--- src/rtl/aes_batch_sequencer.sv ---
// Sequences an AES core for trace capture: optional key load, then N chained encryptions
// with a scope trigger per block. Define AES_SEQ_GAP_EN for a programmable inter-block gap.
module aes_batch_sequencer #(
    parameter int CNT_W = 16,
    parameter int GAP_W = 8
) (
    input  logic             clk,
    input  logic             rst,
    input  logic             start,
    input  logic             load_key,
    input  logic             abort,
    input  logic [CNT_W-1:0] count,
    input  logic [GAP_W-1:0] gap,
    input  logic [127:0]     key_in,
    input  logic [127:0]     pt_in,
    output logic             busy,
    output logic             done,
    output logic             aborted,
    output logic [CNT_W-1:0] done_cnt,
    output logic [127:0]     ct_out,
    output logic             trig,
    output logic [127:0]     aes_kin,
    output logic [127:0]     aes_din,
    output logic             aes_krdy,
    output logic             aes_drdy,
    input  logic             aes_kvld,
    input  logic             aes_dvld,
    input  logic [127:0]     aes_dout
);

    typedef enum logic [2:0] {
        S_IDLE,
        S_KEY,
        S_KWAIT,
        S_DATA,
        S_DWAIT,
`ifdef AES_SEQ_GAP_EN
        S_GAP,
`endif
        S_FIN
    } state_t;

    state_t           state;
    logic [CNT_W-1:0] cnt_q;
    logic [CNT_W-1:0] cnt_nxt;
    logic             abort_q;
    logic             stop;
    logic             last;

`ifdef AES_SEQ_GAP_EN
    logic [GAP_W-1:0] gap_q;
    logic [GAP_W-1:0] gap_cnt;
`else
    logic             unused_gap;
    assign unused_gap = ^gap;
`endif

    assign cnt_nxt = done_cnt + CNT_W'(1);
    assign last    = (cnt_nxt == cnt_q);
    // abort is a level; remember it so a short pulse during KEY/DATA still ends the run
    assign stop    = abort | abort_q;

    always_ff @(posedge clk) begin
        if (rst) begin
            state    <= S_IDLE;
            cnt_q    <= '0;
            abort_q  <= 1'b0;
            busy     <= 1'b0;
            done     <= 1'b0;
            aborted  <= 1'b0;
            done_cnt <= '0;
            ct_out   <= '0;
            trig     <= 1'b0;
            aes_kin  <= '0;
            aes_din  <= '0;
            aes_krdy <= 1'b0;
            aes_drdy <= 1'b0;
`ifdef AES_SEQ_GAP_EN
            gap_q    <= '0;
            gap_cnt  <= '0;
`endif
        end else begin
            aes_krdy <= 1'b0;
            aes_drdy <= 1'b0;
            done     <= 1'b0;
            aborted  <= 1'b0;
            if (abort && state != S_IDLE && state != S_FIN)
                abort_q <= 1'b1;

            case (state)
                S_IDLE: begin
                    if (start) begin
                        cnt_q    <= count;
                        aes_kin  <= key_in;
                        aes_din  <= pt_in;
                        done_cnt <= '0;
                        abort_q  <= 1'b0;
                        busy     <= 1'b1;
`ifdef AES_SEQ_GAP_EN
                        gap_q    <= gap;
`endif
                        if (count == '0) begin
                            state <= S_FIN;
                            done  <= 1'b1;
                        end else if (load_key) begin
                            state    <= S_KEY;
                            aes_krdy <= 1'b1;
                        end else begin
                            state    <= S_DATA;
                            aes_drdy <= 1'b1;
                            trig     <= 1'b1;
                        end
                    end
                end

                S_KEY: state <= S_KWAIT;

                S_KWAIT: begin
                    if (aes_kvld) begin
                        if (stop) begin
                            state   <= S_FIN;
                            aborted <= 1'b1;
                        end else begin
                            state    <= S_DATA;
                            aes_drdy <= 1'b1;
                            trig     <= 1'b1;
                        end
                    end
                end

                S_DATA: state <= S_DWAIT;

                S_DWAIT: begin
                    if (aes_dvld) begin
                        ct_out   <= aes_dout;
                        aes_din  <= aes_dout;
                        done_cnt <= cnt_nxt;
                        trig     <= 1'b0;
                        // a run that has just completed its last block reports done even if abort is up
                        if (last) begin
                            state <= S_FIN;
                            done  <= 1'b1;
                        end else if (stop) begin
                            state   <= S_FIN;
                            aborted <= 1'b1;
                        end else begin
`ifdef AES_SEQ_GAP_EN
                            if (gap_q != '0) begin
                                state   <= S_GAP;
                                gap_cnt <= gap_q;
                            end else begin
                                state    <= S_DATA;
                                aes_drdy <= 1'b1;
                                trig     <= 1'b1;
                            end
`else
                            state    <= S_DATA;
                            aes_drdy <= 1'b1;
                            trig     <= 1'b1;
`endif
                        end
                    end
                end

`ifdef AES_SEQ_GAP_EN
                S_GAP: begin
                    if (stop) begin
                        state   <= S_FIN;
                        aborted <= 1'b1;
                    end else if (gap_cnt == GAP_W'(1)) begin
                        state    <= S_DATA;
                        aes_drdy <= 1'b1;
                        trig     <= 1'b1;
                    end else begin
                        gap_cnt <= gap_cnt - GAP_W'(1);
                    end
                end
`endif

                S_FIN: begin
                    state   <= S_IDLE;
                    busy    <= 1'b0;
                    abort_q <= 1'b0;
                end

                default: state <= S_IDLE;
            endcase
        end
    end

endmodule

--- config.mk ---
export PLATFORM = sky130hd
export DESIGN_NAME = aes_batch_sequencer
export DESIGN_NICKNAME = d
export VERILOG_FILES = /design/src/rtl/aes_batch_sequencer.sv
export SDC_FILE = /design/constraint.sdc
export NUM_CORES = 1
export LEC_CHECK = 0
export CORE_AREA = 2 2 316 318
export DETAILED_ROUTE_END_ITERATION = 12
export DIE_AREA = 0 0 318 320
export HOLD_SLACK_MARGIN = 0.12
export PLACE_DENSITY_LB_ADDON = 0.15
export SLEW_MARGIN = 20
export SYNTH_ARGS = -nofsm -noshare
export SYNTH_HDL_FRONTEND = slang
export SYNTH_SLANG_ARGS = --single-unit
--- constraint.sdc ---
create_clock -name clk -period 3.5 [get_ports clk]
set_clock_uncertainty 0.2 [all_clocks]
set_input_delay 0.35 -clock clk [delete_from_list [all_inputs] [get_ports clk]]
set_output_delay 0.35 -clock clk [all_outputs]
set_load 0.02 [all_outputs]
==> metrics.txt <==
dpl ws=0.544 ns; register clock-pin slew on the reported worst setup and hold paths=0.07 ns; FFs w/ async S/R, synth=0%; HP Start=aes_dout[124]; multi-input logic area=7280 um^2; unrepaired setup endpoints after global routing=no; Final Max Tran Viols=0; CP required=3.86 ns; MaxCap Viol Count=0; CTS buffer count=56; DIE HEIGHT=320 um; HP Class=in -> reg; Worst Hold End=ct_out[124]$_SDFFE_PP0P_; worst reg2reg endpoint=aes_din[53]$_SDFFE_PP0P_; crit share post-route=91.4%; Final setup viols=0; CP max FO=98; Critical R2R Launch=state[2]$_SDFFE_PP0P_; First-pass DRT Iterations=5; post-CTS sizing=0; Worst Max-Slew Pin Slew=0.961 ns; Nets=3,755; Via-to-Cell Ratio=4.12; sequential element share of the synthesized area=51.7%; Main synth FF type=dfxtp_1; Register Area=8530 um^2; Hold Vio Cnt, Final=0; syn_nets=2,566; Yosys reg bits=426; Setup CP Type=reg -> reg; Yosys top cell by area=dfxtp_1; WP data arrival=3.56 ns; 1st-iter DRT viols=923; DRC viols=0; design area=32,500 um^2; # Post-CTS Setup Buffers=0; total gr overflow=0; Port Buffer Count=812; Detailed Route WL=86.6 mm; cell area after synthesis=16,500 um^2; final setup margin=0.300 ns; Layout Utilization=33.1%; die area=102,000 um^2; Routed Antenna Nets=0; Post-CTS Hold Buffers=459; synth unique cells=52; via count=19,200; Rel. slew slack=35.9%; area delta synth->final=96.7%; Worst R2R Path Depth=8; vias in the first global route=19,700; hold path cells=3; R2R Setup Slk=0.30 ns; CTS HTree Levels=2; Max Clk Rate=312 MHz; placed cell count=4,109; Worst Setup SP=state[2]$_SDFFE_PP0P_; synth top area cells=dfxtp_1 (52%), nand2_1 (19%), a21oi_1 (8.9%), a311oi_1 (6.9%), nor2_1 (3.7%); top-count cell post-synth=nand2_1; pin count of the biggest net entering global routing=151; fin crit period=3.20 ns; TNS Setup=0 ns; core area=98,000 um^2; Synth warnings=0; startpoint type of the worst setup path=flop; Clk Latency, worst-skew pair=0.66 ns; WL/cell=18.6 um; CP endpoint kind=flop; Post-DP Area=26,100 um^2; layout cells sized above 1=4.18%; Post-synth EDFFs=0; Syn Area/Cell=7.68 um^2; Post-DP HPWL=60.5 mm; Worst IR Drop VDD=0.389 mV; pwr/cell area=464 nW/um^2; # IOs=821; total track usage=16.4%; Gate Count Post-Synth=2,150; first-pass GRT wire length=128 mm; Final GP Congestion=0.831; status=finished, final reports clean; initial antenna violation count=4; CTS tree=yes; initial core utilization=16.8%; Root Driver=clkbuf_16; top post-synthesis cells by count=nand2_1 (825), dfxtp_1 (426), a21oi_1 (295); CTS Sinks=426; share of the synthesized area in the top cell type=51.7%; Final Non-Filler Cells=4,665; Die Width=318 um; CTS max path bufs=3; num rows=115; leakage=0.0118 uW; Fill cells=10,400
-- cell families (layout without fill, tap and decap cells) --
logic type | Yosys count | after routing | synth area share, %
flip-flops | 426 | 426 | 51.7
adder cells (fa/ha/maj) | 1 | 1 | 0.0758
AND/OR/NAND/NOR | 1051 | 1051 | 25.1
XOR/XNOR | 20 | 20 | 1.14
AO/OA/AOI/OAI | 463 | 463 | 17.3
buffers and inverters | 185 | 1412 | 4.52
other | 0 | 1 | 0
multiplexers | 4 | 4 | 0.243
-- worst max-delay path, cell delays in order (launching register included) --
cell and delay (ns):
dfxtp_1 0.33, clkinv_1 0.28, nor3_2 0.57, nand2_4 0.13
nand2_4 0.21, buf_12 0.37, nor2_1 0.09, a311oi_1 0.24
dlygate4sd3_1 0.57
-- through the flow --
step	power, uW	hold slack (ns)
2_1_floorplan	7100	0.248
3_3_place_gp	8940	0.241
3_5_place_dp	8920	0.245
4_1_cts	15300	0.127
5_1_grt	15800	0.145
6_report	15100	0.164
-- cell type report --
class	instances	share of cell area (%)
diodes	1	0.00771
clock buffers	81	4.98
clock inverters	15	0.605
inverters	4	0.0463
multi-input cells	1539	22.4
flip-flops and latches	426	26.3
well taps	1287	4.96
repair buffers	1312	40.7
-- sequential cells by signal, indices dropped and copies added (netlist names) --
| register | count |
|---|---|
| aes_kin | 128 |
| aes_drdy | 1 |
| trig | 1 |
| cnt_q | 16 |
| busy | 1 |
| aes_din | 128 |
| done | 1 |
| state | 3 |
| abort_q | 1 |
| done_cnt | 16 |
| ct_out | 128 |
| aborted | 1 |
| aes_krdy | 1 |
-- placed cells by master, fill, tap and decap left out, drive strengths merged, types with 4 or more instances in the layout --
cell,Yosys,layout
nor3,12,12
nor2b,5,5
mux2i,4,4
nand2,825,825
inv,3,4
and3,6,6
a31oi,4,4
dfxtp,426,426
clkinv,1,12
a21oi,295,295
nand3,7,7
xnor2,15,15
xor2,4,4
o21ai,21,21
dlygate4sd3,0,459
nor4,11,11
a311oi,130,130
clkbuf,153,81
nand4,6,6
nor2,162,162
buf,28,42
clkdlybuf4s50,0,811
-- layer usage --
| metal | part of all wire (%) | global-route usage, % | wire, um | vias up |
|---|---|---|---|---|
| li1 | - | - | - | 9593 |
| met1 | 43 | 20.0 | 37200 | 8898 |
| met2 | 46 | 27.1 | 40000 | 622 |
| met3 | 7.5 | 5.14 | 6520 | 125 |
| met4 | 3.3 | 5.99 | 2820 | 2 |
| met5 | 0.015 | 0 | 13 | - |
-- report_power, final --
part	total, uW	internal (uW)	switching, uW	leakage [uW]
clock network	5740	3340	2400	0.000884
logic	3800	1900	1910	0.00742
registers	5520	5270	244	0.00348
-- how the worst max path moves through the flow --
| stage | slack, ns | cells after the start | to |
|---|---|---|---|
| 2_1_floorplan | 0.81 | 8 | done$_SDFF_PP0_ |
| 3_3_place_gp | 0.57 | 8 | trig$_SDFFE_PP0P_ |
| 3_5_place_dp | 0.54 | 8 | trig$_SDFFE_PP0P_ |
| 4_1_cts | 0.23 | 8 | aes_din[53]$_SDFFE_PP0P_ |
| 5_1_grt | 0.02 | 8 | aes_din[53]$_SDFFE_PP0P_ |
| 6_report | 0.30 | 8 | aes_din[53]$_SDFFE_PP0P_ |
No activity file was read; power rests on OpenSTA's default activity.
